File: config.mk
export PLATFORM = sky130hd
export DESIGN_NAME = ps2_keyboard_flat
export DESIGN_NICKNAME = d
export VERILOG_FILES = /design/src/rtl/ps2_keyboard_if.sv /design/src/rtl/ps2_keyboard.sv /design/src/flat_wrapper.sv
export SDC_FILE = /design/constraint.sdc
export NUM_CORES = 1
export LEC_CHECK = 0
export ABC_AREA = 0
export CAP_MARGIN = 10
export CORE_ASPECT_RATIO = 1.75
export CORE_MARGIN = 4
export CORE_UTILIZATION = 30
export CTS_BUF_LIST = sky130_fd_sc_hd__clkbuf_4 sky130_fd_sc_hd__clkbuf_8
export DETAILED_ROUTE_END_ITERATION = 7
export GPL_TIMING_DRIVEN = 0
export PLACE_DENSITY_LB_ADDON = 0.05
export RECOVER_POWER = 25
export SKIP_CTS_REPAIR_TIMING = 1
export SYNTH_ARGS = -nofsm -noshare
export SYNTH_HDL_FRONTEND = slang
export SYNTH_SLANG_ARGS = --single-unit
File: constraint.sdc
create_clock -name clk -period 3.6 [get_ports clk]
set_input_delay 0.72 -clock clk [delete_from_list [all_inputs] [get_ports clk]]
set_output_delay 0.72 -clock clk [all_outputs]
set_load 0.005 [all_outputs]
File: src/rtl/ps2_keyboard_if.sv
// ps2_keyboard_if: bundles the raw PS/2 pins and the Hack keyboard-side
// outputs. The master modport is the keyboard/pin side (drives the raw
// PS/2 lines and observes the result). The slave modport is the decoder.
interface ps2_keyboard_if;
  logic        ps2Clk;
  logic        ps2Data;
  logic [15:0] outKeyboard;
  logic        frameErr;

  modport master (
    output ps2Clk,
    output ps2Data,
    input  outKeyboard,
    input  frameErr
  );

  modport slave (
    input  ps2Clk,
    input  ps2Data,
    output outKeyboard,
    output frameErr
  );
endinterface

File: src/rtl/ps2_keyboard.sv
// ps2_keyboard: PS/2 scan-code set 2 receiver for the Hack keyboard register
// (address 24576). It synchronizes and glitch-filters the PS/2 clock, frames
// bytes (start, 8 data LSB first, odd parity, stop), tracks E0/F0 prefixes
// and holds the Hack code of the most recently pressed key until that key
// is released.
// Optional feature macro: PS2_SHIFT_EN (left/right shift tracking, lower
// case letters by default and US-layout shifted symbols while shift is held).
module ps2_keyboard #(
  parameter int FILTER_LEN     = 8,
  parameter int TIMEOUT_CYCLES = 100000
) (
  input  logic          clk,
  input  logic          reset,
  ps2_keyboard_if.slave kbd
);

  localparam int FW = $clog2(FILTER_LEN + 1);
  localparam int TW = $clog2(TIMEOUT_CYCLES + 1);
  localparam logic [FW-1:0] FILT_LAST = FW'(FILTER_LEN - 1);
  localparam logic [TW-1:0] TO_LAST   = TW'(TIMEOUT_CYCLES - 1);

  localparam logic [1:0] S_IDLE   = 2'd0;
  localparam logic [1:0] S_DATA   = 2'd1;
  localparam logic [1:0] S_PARITY = 2'd2;
  localparam logic [1:0] S_STOP   = 2'd3;

  // Translate a set-2 key identity into a Hack code; 0 means unmapped.
  // lo is the unshifted character, hi the shifted one.
  function automatic logic [15:0] key_map(input logic e0, input logic [7:0] code,
                                          input logic sh);
    logic [7:0] lo;
    logic [7:0] hi;
    lo = 8'd0;
    hi = 8'd0;
    if (e0) begin
      case (code)
        8'h6B:   {lo, hi} = {8'd130, 8'd130};
        8'h75:   {lo, hi} = {8'd131, 8'd131};
        8'h74:   {lo, hi} = {8'd132, 8'd132};
        8'h72:   {lo, hi} = {8'd133, 8'd133};
        8'h6C:   {lo, hi} = {8'd134, 8'd134};
        8'h69:   {lo, hi} = {8'd135, 8'd135};
        8'h7D:   {lo, hi} = {8'd136, 8'd136};
        8'h7A:   {lo, hi} = {8'd137, 8'd137};
        8'h70:   {lo, hi} = {8'd138, 8'd138};
        8'h71:   {lo, hi} = {8'd139, 8'd139};
        8'h5A:   {lo, hi} = {8'd128, 8'd128};
        8'h4A:   {lo, hi} = {8'd47,  8'd47};
        default: {lo, hi} = {8'd0,   8'd0};
      endcase
    end else begin
      case (code)
        8'h1C:   {lo, hi} = {8'd97,  8'd65};
        8'h32:   {lo, hi} = {8'd98,  8'd66};
        8'h21:   {lo, hi} = {8'd99,  8'd67};
        8'h23:   {lo, hi} = {8'd100, 8'd68};
        8'h24:   {lo, hi} = {8'd101, 8'd69};
        8'h2B:   {lo, hi} = {8'd102, 8'd70};
        8'h34:   {lo, hi} = {8'd103, 8'd71};
        8'h33:   {lo, hi} = {8'd104, 8'd72};
        8'h43:   {lo, hi} = {8'd105, 8'd73};
        8'h3B:   {lo, hi} = {8'd106, 8'd74};
        8'h42:   {lo, hi} = {8'd107, 8'd75};
        8'h4B:   {lo, hi} = {8'd108, 8'd76};
        8'h3A:   {lo, hi} = {8'd109, 8'd77};
        8'h31:   {lo, hi} = {8'd110, 8'd78};
        8'h44:   {lo, hi} = {8'd111, 8'd79};
        8'h4D:   {lo, hi} = {8'd112, 8'd80};
        8'h15:   {lo, hi} = {8'd113, 8'd81};
        8'h2D:   {lo, hi} = {8'd114, 8'd82};
        8'h1B:   {lo, hi} = {8'd115, 8'd83};
        8'h2C:   {lo, hi} = {8'd116, 8'd84};
        8'h3C:   {lo, hi} = {8'd117, 8'd85};
        8'h2A:   {lo, hi} = {8'd118, 8'd86};
        8'h1D:   {lo, hi} = {8'd119, 8'd87};
        8'h22:   {lo, hi} = {8'd120, 8'd88};
        8'h35:   {lo, hi} = {8'd121, 8'd89};
        8'h1A:   {lo, hi} = {8'd122, 8'd90};
        8'h45:   {lo, hi} = {8'd48,  8'd41};
        8'h16:   {lo, hi} = {8'd49,  8'd33};
        8'h1E:   {lo, hi} = {8'd50,  8'd64};
        8'h26:   {lo, hi} = {8'd51,  8'd35};
        8'h25:   {lo, hi} = {8'd52,  8'd36};
        8'h2E:   {lo, hi} = {8'd53,  8'd37};
        8'h36:   {lo, hi} = {8'd54,  8'd94};
        8'h3D:   {lo, hi} = {8'd55,  8'd38};
        8'h3E:   {lo, hi} = {8'd56,  8'd42};
        8'h46:   {lo, hi} = {8'd57,  8'd40};
        8'h0E:   {lo, hi} = {8'd96,  8'd126};
        8'h4E:   {lo, hi} = {8'd45,  8'd95};
        8'h55:   {lo, hi} = {8'd61,  8'd43};
        8'h54:   {lo, hi} = {8'd91,  8'd123};
        8'h5B:   {lo, hi} = {8'd93,  8'd125};
        8'h5D:   {lo, hi} = {8'd92,  8'd124};
        8'h4C:   {lo, hi} = {8'd59,  8'd58};
        8'h52:   {lo, hi} = {8'd39,  8'd34};
        8'h41:   {lo, hi} = {8'd44,  8'd60};
        8'h49:   {lo, hi} = {8'd46,  8'd62};
        8'h4A:   {lo, hi} = {8'd47,  8'd63};
        8'h29:   {lo, hi} = {8'd32,  8'd32};
        8'h5A:   {lo, hi} = {8'd128, 8'd128};
        8'h66:   {lo, hi} = {8'd129, 8'd129};
        8'h76:   {lo, hi} = {8'd140, 8'd140};
        8'h05:   {lo, hi} = {8'd141, 8'd141};
        8'h06:   {lo, hi} = {8'd142, 8'd142};
        8'h04:   {lo, hi} = {8'd143, 8'd143};
        8'h0C:   {lo, hi} = {8'd144, 8'd144};
        8'h03:   {lo, hi} = {8'd145, 8'd145};
        8'h0B:   {lo, hi} = {8'd146, 8'd146};
        8'h83:   {lo, hi} = {8'd147, 8'd147};
        8'h0A:   {lo, hi} = {8'd148, 8'd148};
        8'h01:   {lo, hi} = {8'd149, 8'd149};
        8'h09:   {lo, hi} = {8'd150, 8'd150};
        8'h78:   {lo, hi} = {8'd151, 8'd151};
        8'h07:   {lo, hi} = {8'd152, 8'd152};
        // keypad: digits and operators, not affected by shift
        8'h70:   {lo, hi} = {8'd48,  8'd48};
        8'h69:   {lo, hi} = {8'd49,  8'd49};
        8'h72:   {lo, hi} = {8'd50,  8'd50};
        8'h7A:   {lo, hi} = {8'd51,  8'd51};
        8'h6B:   {lo, hi} = {8'd52,  8'd52};
        8'h73:   {lo, hi} = {8'd53,  8'd53};
        8'h74:   {lo, hi} = {8'd54,  8'd54};
        8'h6C:   {lo, hi} = {8'd55,  8'd55};
        8'h75:   {lo, hi} = {8'd56,  8'd56};
        8'h7D:   {lo, hi} = {8'd57,  8'd57};
        8'h71:   {lo, hi} = {8'd46,  8'd46};
        8'h7C:   {lo, hi} = {8'd42,  8'd42};
        8'h7B:   {lo, hi} = {8'd45,  8'd45};
        8'h79:   {lo, hi} = {8'd43,  8'd43};
        default: {lo, hi} = {8'd0,   8'd0};
      endcase
    end
`ifdef PS2_SHIFT_EN
    key_map = {8'd0, sh ? hi : lo};
`else
    // without shift tracking letters are always upper case
    key_map = {8'd0, (sh || ((lo >= 8'd97) && (lo <= 8'd122))) ? hi : lo};
`endif
  endfunction

  // Flops
  logic [1:0]    sync_clk_q, sync_clk_d;
  logic [1:0]    sync_dat_q, sync_dat_d;
  logic          filt_clk_q, filt_clk_d;
  logic [FW-1:0] filt_cnt_q, filt_cnt_d;
  logic [1:0]    state_q, state_d;
  logic [3:0]    bit_cnt_q, bit_cnt_d;
  logic [7:0]    shift_reg_q, shift_reg_d;
  logic          parity_q, parity_d;
  logic [TW-1:0] to_cnt_q, to_cnt_d;
  logic          frame_err_q, frame_err_d;
  logic [15:0]   out_q, out_d;
  logic          e0_q, e0_d;
  logic          f0_q, f0_d;
`ifdef PS2_SHIFT_EN
  logic          lshift_q, lshift_d;
  logic          rshift_q, rshift_d;
`endif

  // Combinational helpers
  logic          fall_s;
  logic          data_s;
  logic          byte_vld_s;
  logic          err_s;
  logic [15:0]   key_plain_s;
  logic [15:0]   key_shift_s;
  logic [15:0]   key_now_s;

  assign data_s = sync_dat_q[1];

  // Two-flop synchronizers for the raw PS/2 pins
  always_comb begin
    sync_clk_d = {sync_clk_q[0], kbd.ps2Clk};
    sync_dat_d = {sync_dat_q[0], kbd.ps2Data};
  end

  // Glitch filter: flip the filtered clock after FILTER_LEN differing samples
  always_comb begin
    filt_clk_d = filt_clk_q;
    filt_cnt_d = '0;
    if (sync_clk_q[1] == filt_clk_q) begin
      filt_cnt_d = '0;
    end else if (filt_cnt_q == FILT_LAST) begin
      filt_clk_d = ~filt_clk_q;
      filt_cnt_d = '0;
    end else begin
      filt_cnt_d = filt_cnt_q + FW'(1);
    end
  end

  assign fall_s = filt_clk_q & ~filt_clk_d;

  // Frame FSM with mid-frame timeout
  always_comb begin
    state_d     = state_q;
    bit_cnt_d   = bit_cnt_q;
    shift_reg_d = shift_reg_q;
    parity_d    = parity_q;
    to_cnt_d    = to_cnt_q;
    err_s       = 1'b0;
    byte_vld_s  = 1'b0;
    case (state_q)
      S_IDLE: begin
        if (fall_s) begin
          if (!data_s) begin
            state_d   = S_DATA;
            bit_cnt_d = 4'd0;
          end else begin
            err_s = 1'b1;
          end
        end else begin
          state_d = S_IDLE;
        end
      end
      S_DATA: begin
        if (fall_s) begin
          shift_reg_d = {data_s, shift_reg_q[7:1]};
          bit_cnt_d   = bit_cnt_q + 4'd1;
          if (bit_cnt_q == 4'd7) begin
            state_d = S_PARITY;
          end else begin
            state_d = S_DATA;
          end
        end else begin
          state_d = S_DATA;
        end
      end
      S_PARITY: begin
        if (fall_s) begin
          parity_d = data_s;
          state_d  = S_STOP;
        end else begin
          state_d = S_PARITY;
        end
      end
      S_STOP: begin
        if (fall_s) begin
          if (data_s && (^{shift_reg_q, parity_q})) begin
            byte_vld_s = 1'b1;
          end else begin
            err_s = 1'b1;
          end
          state_d   = S_IDLE;
          bit_cnt_d = 4'd0;
        end else begin
          state_d = S_STOP;
        end
      end
      default: begin
        state_d   = S_IDLE;
        bit_cnt_d = 4'd0;
      end
    endcase
    // the timeout only runs while a frame is in progress
    if (state_q == S_IDLE) begin
      to_cnt_d = '0;
    end else if (fall_s) begin
      to_cnt_d = '0;
    end else if (to_cnt_q == TO_LAST) begin
      err_s     = 1'b1;
      state_d   = S_IDLE;
      bit_cnt_d = 4'd0;
      to_cnt_d  = '0;
    end else begin
      to_cnt_d = to_cnt_q + TW'(1);
    end
    frame_err_d = err_s;
  end

  // Key identity lookups for the byte currently in the shift register
  always_comb begin
    key_plain_s = key_map(e0_q, shift_reg_q, 1'b0);
`ifdef PS2_SHIFT_EN
    key_shift_s = key_map(e0_q, shift_reg_q, 1'b1);
    key_now_s   = (lshift_q | rshift_q) ? key_shift_s : key_plain_s;
`else
    key_shift_s = key_plain_s;
    key_now_s   = key_plain_s;
`endif
  end

  // Byte decode: prefixes, make/break handling and shift bookkeeping
  always_comb begin
    out_d = out_q;
    e0_d  = e0_q;
    f0_d  = f0_q;
`ifdef PS2_SHIFT_EN
    lshift_d = lshift_q;
    rshift_d = rshift_q;
`endif
    if (byte_vld_s) begin
      if (shift_reg_q == 8'hE0) begin
        e0_d = 1'b1;
      end else if (shift_reg_q == 8'hF0) begin
        f0_d = 1'b1;
      end else begin
        e0_d = 1'b0;
        f0_d = 1'b0;
        if (f0_q) begin
          // a release clears only if it is the key currently shown,
          // whichever shift state it was pressed under
          if ((key_plain_s != 16'd0) &&
              ((out_q == key_plain_s) || (out_q == key_shift_s))) begin
            out_d = 16'd0;
          end else begin
            out_d = out_q;
          end
        end else if (key_now_s != 16'd0) begin
          out_d = key_now_s;
        end else begin
          out_d = out_q;
        end
`ifdef PS2_SHIFT_EN
        if (!e0_q && (shift_reg_q == 8'h12)) begin
          lshift_d = ~f0_q;
        end else if (!e0_q && (shift_reg_q == 8'h59)) begin
          rshift_d = ~f0_q;
        end else begin
          lshift_d = lshift_q;
          rshift_d = rshift_q;
        end
`endif
      end
    end else begin
      out_d = out_q;
    end
  end

  // State registers; synchronous reset returns everything to idle
  always_ff @(posedge clk) begin
    if (reset) begin
      sync_clk_q  <= 2'b11;
      sync_dat_q  <= 2'b11;
      filt_clk_q  <= 1'b1;
      filt_cnt_q  <= '0;
      state_q     <= S_IDLE;
      bit_cnt_q   <= 4'd0;
      shift_reg_q <= 8'd0;
      parity_q    <= 1'b0;
      to_cnt_q    <= '0;
      frame_err_q <= 1'b0;
      out_q       <= 16'd0;
      e0_q        <= 1'b0;
      f0_q        <= 1'b0;
    end else begin
      sync_clk_q  <= sync_clk_d;
      sync_dat_q  <= sync_dat_d;
      filt_clk_q  <= filt_clk_d;
      filt_cnt_q  <= filt_cnt_d;
      state_q     <= state_d;
      bit_cnt_q   <= bit_cnt_d;
      shift_reg_q <= shift_reg_d;
      parity_q    <= parity_d;
      to_cnt_q    <= to_cnt_d;
      frame_err_q <= frame_err_d;
      out_q       <= out_d;
      e0_q        <= e0_d;
      f0_q        <= f0_d;
    end
  end

`ifdef PS2_SHIFT_EN
  // Shift key state registers
  always_ff @(posedge clk) begin
    if (reset) begin
      lshift_q <= 1'b0;
      rshift_q <= 1'b0;
    end else begin
      lshift_q <= lshift_d;
      rshift_q <= rshift_d;
    end
  end
`endif

  assign kbd.outKeyboard = out_q;
  assign kbd.frameErr    = frame_err_q;

endmodule

File: src/flat_wrapper.sv
// flat-port wrapper written by rule: the top's interface ports become plain ports
module ps2_keyboard_flat 
#(
  parameter int FILTER_LEN     = 8,
  parameter int TIMEOUT_CYCLES = 100000
)
  (clk, reset, kbd_ps2Clk, kbd_ps2Data, kbd_outKeyboard, kbd_frameErr);
  ps2_keyboard_if kbd_i ();
  input  logic clk;
  input  logic reset;
  input wire logic [$bits(kbd_i.ps2Clk)-1:0] kbd_ps2Clk;
  input wire logic [$bits(kbd_i.ps2Data)-1:0] kbd_ps2Data;
  output wire logic [$bits(kbd_i.outKeyboard)-1:0] kbd_outKeyboard;
  output wire logic [$bits(kbd_i.frameErr)-1:0] kbd_frameErr;
  assign kbd_i.ps2Clk = kbd_ps2Clk;
  assign kbd_i.ps2Data = kbd_ps2Data;
  assign kbd_outKeyboard = kbd_i.outKeyboard;
  assign kbd_frameErr = kbd_i.frameErr;
  ps2_keyboard #(.FILTER_LEN(FILTER_LEN), .TIMEOUT_CYCLES(TIMEOUT_CYCLES)) u_core (.clk(clk), .reset(reset), .kbd(kbd_i));
endmodule
==> results.json <==
{
  "coreArea_sq_um": 18000,
  "r2r-start": "u_core.filt_cnt_q[0]",
  "critPathCaptureType": "flip-flop",
  "synth_seq_area_share": 0.245,
  "syn_inst": 749,
  "io_pins": 21,
  "powerDensity_nw_per_um2": 224,
  "yosys.area.top_type": "dfxtp_1",
  "synth_area_leaders": "dfxtp_1, nor2_1, a21oi_1",
  "antenna_cells": 0,
  "worstPathBufferInverterCount": 5,
  "nFillCells": 1948,
  "ff2ff_setup_slack_ps": 140,
  "finalNetCount": 803,
  "die_area_sq_um": 20600,
  "vdd_drop_max_v": 0.000112,
  "p_comb_frac": 0.019,
  "synth_enable_flop_cells": 0,
  "max_freq_mhz": 289,
  "row_count": 65,
  "fin_crit_sh": 0.962,
  "power_mw": 1.41,
  "routed_via_density": 5.92,
  "power_leakage_nw": 2.28,
  "fin_cells": 1020,
  "crit_path_start": "u_core.filt_cnt_q[0]",
  "drc": 0,
  "htree_levels": 3,
  "p_clk_frac": 0.453,
  "crit_path_top_delay_cell": "a221oi_1",
  "skew_ps": 17.5,
  "whs_path_depth": 1,
  "status": "finished, final reports clean",
  "syn-cell-area_sq_um": 5470,
  "area_growth_pct": 15.0,
  "switchingPower_mw": 0.332,
  "yosys_most_used_dff": "dfxtp_1",
  "rr_worst_depth": 14,
  "synth-async-reset-ratio": 0,
  "wl_per_cell_um": 22.1,
  "ys_ff_latch": 67,
  "cp_cell_sequence": "ha_1 > nand3b_1 > buf_4 > o31ai_1 > a21o_1 > inv_1 > clkbuf_4 > buf_4 > buf_4 > ha_2 > nor2_1 > o41ai_2 > nor2_1 > a221oi_1",
  "antenna_found_initial": 0,
  "gp_congestion": 0.977,
  "numCtsBuffers": 9,
  "intPower_mw": 1.08,
  "yosys_warnings": 0,
  "min_to": "u_core.sync_clk_q[1]",
  "final_area_sq_um": 6290,
  "fin_util": 0.350,
  "grtUsageTotal": 0.225,
  "setup_viol": 0,
  "slowest_delay_ps": 440,
  "cts_buffer_depth": 2,
  "drv_cap": 0,
  "rsz0062_at_grt": "yes",
  "final_max_slew_viol_count": 0,
  "hold_path_class": "flip-flop to flip-flop",
  "detailed_place_hpwl_um": 17400,
  "initial_core_util": 0.304,
  "totalWireLength_um": 22600,
  "arrival_ps": 3670,
  "synth_top_area_share": 0.245,
  "drt_pre_antenna_iters": 7,
  "cts-root-buf": "clkbuf_8",
  "multi_input_area_sq_um": 3810,
  "grt-ovfl-total": 0,
  "cts.sinks": 67,
  "period_needed_ps": 3460,
  "drt-initial-drc-count": 355,
  "startpoint_type": "flip-flop",
  "final_layout_size_suffix_gt1_frac": 0.154,
  "ant_nets": 0,
  "die_h_um": 187,
  "max_slew.worst_pin.slew_ps": 822,
  "ys_types": 85,
  "hold_path.startpoint": "u_core.sync_clk_q[0]",
  "avgSynthCellArea_sq_um": 7.31,
  "numPortBuffers": 12,
  "power_frac_seq": 0.528,
  "cts_tree": "yes",
  "cp_common_cell": "buf_4",
  "cp_max_fo": 11,
  "sw_frac_of_total": 0.235,
  "required_ps": 3810,
  "seq_area_sq_um": 1340,
  "path_clk_slew_ps": 80,
  "grt_pass1_vias": 6177,
  "placed_area_sq_um": 5910,
  "worstSetupPathType": "flip-flop to flip-flop",
  "insertion_delay_ps": 360,
  "die_x_um": 110,
  "detailroute.via_count": 6035,
  "maxSlewHeadroom": 0.445,
  "cp_top_family": "compound AO/OA/AOI/OAI gates",
  "grt_max_degree": 15,
  "hold_violations": 0,
  "grt_pass1_wl_um": 35500,
  "dp_cells": 1002
}
cells in the mapped netlist (all sizes together), types with 5 or more instances:
library cell,n
nand4,11
o211ai,16
nand2,64
nand3,25
inv,26
o31ai,10
or2,9
a221oi,9
mux2i,8
dfxtp,67
xor2,11
and3,5
buf,35
clkbuf,30
o21ai,54
nor2b,6
ha,18
a21o,6
nor2,102
nor3b,5
nand2b,9
o2bb2ai,7
a211oi,11
xnor2,19
o22ai,8
a21oi,54
nor3,23
a31oi,9
nor4,9
kinds of logic after synthesis:
| kind of cell | after synthesis | synth area share |
|---|---|---|
| AND/OR/NAND/NOR | 293 | 0.269 |
| AO/OA/AOI/OAI | 237 | 0.303 |
| buffers and inverters | 95 | 0.0791 |
| flip-flops | 67 | 0.245 |
| XOR/XNOR | 30 | 0.0480 |
| adder cells (fa/ha/maj) | 18 | 0.0412 |
| multiplexers | 8 | 0.0146 |
| other | 1 | 0.000685 |
worst max-delay path by stage:
stage               cells after the start         to  slack, ps
CTS                                    15  flip-flop      -1320
global placement                       12  flip-flop      -1490
finish                                 14  flip-flop        140
detailed placement                     13  flip-flop      -1410
floorplan                              14  flip-flop        370
global route                           13  flip-flop        -30
per-stage QoR:
stage               hold WS [ps]  setup slack [ps]  setup TNS (ps)
floorplan                    389               374               0
global placement             392             -1490          -17570
detailed placement           403             -1410          -16960
CTS                          422             -1320          -15750
global route                 442             -26.8           -26.8
finish                       416               136               0
placed cells by master, fill, tap and decap left out, types with 6 or more instances in the layout:
master / count
clkbuf_2: 17
xnor2_1: 19
a211oi_1: 10
nor2_1: 99
o31ai_1: 9
inv_1: 25
buf_4: 18
or2_2: 8
o21ai_0: 50
buf_2: 11
dfxtp_1: 67
nor2b_1: 6
a221oi_1: 8
ha_1: 14
conb_1: 8
a21oi_1: 51
nand4_1: 11
nor3_1: 20
nand3_1: 25
a31oi_1: 9
mux2i_1: 7
clkdlybuf4s50_1: 7
nand2_1: 63
nor4_1: 6
o211ai_1: 13
clkbuf_8: 9
o2bb2ai_1: 7
nand2b_1: 9
o22ai_1: 7
xor2_1: 11
clkbuf_1: 12
power groups by stage:
stage          Sequential (mW)  Combinational [mW]  Clock, mW
2_1_floorplan            0.762              0.0180          0
3_3_place_gp             0.762              0.0259          0
3_5_place_dp             0.762              0.0260          0
4_1_cts                  0.745              0.0261      0.665
5_1_grt                  0.746              0.0301      0.695
6_report                 0.745              0.0263      0.640
layout make-up:
cell class,instances,share of cell area
tap,234,0.0465
multi-input combinational,594,0.605
inverter,30,0.0197
sequential,67,0.213
clock buffer,9,0.0197
buffer,61,0.0569
clock inverter,7,0.0123
timing repair buffer,18,0.0263
metal layers:
layer / vias to the layer above / wire (um) / global-route usage
li1: 2788 / - / -
met1: 2831 / 8040 / 0.234
met2: 301 / 11600 / 0.392
met3: 115 / 1130 / 0.0329
met4: 0 / 1780 / 0.168
met5: - / 0 / 0
No activity file was read; power rests on OpenSTA's default activity.
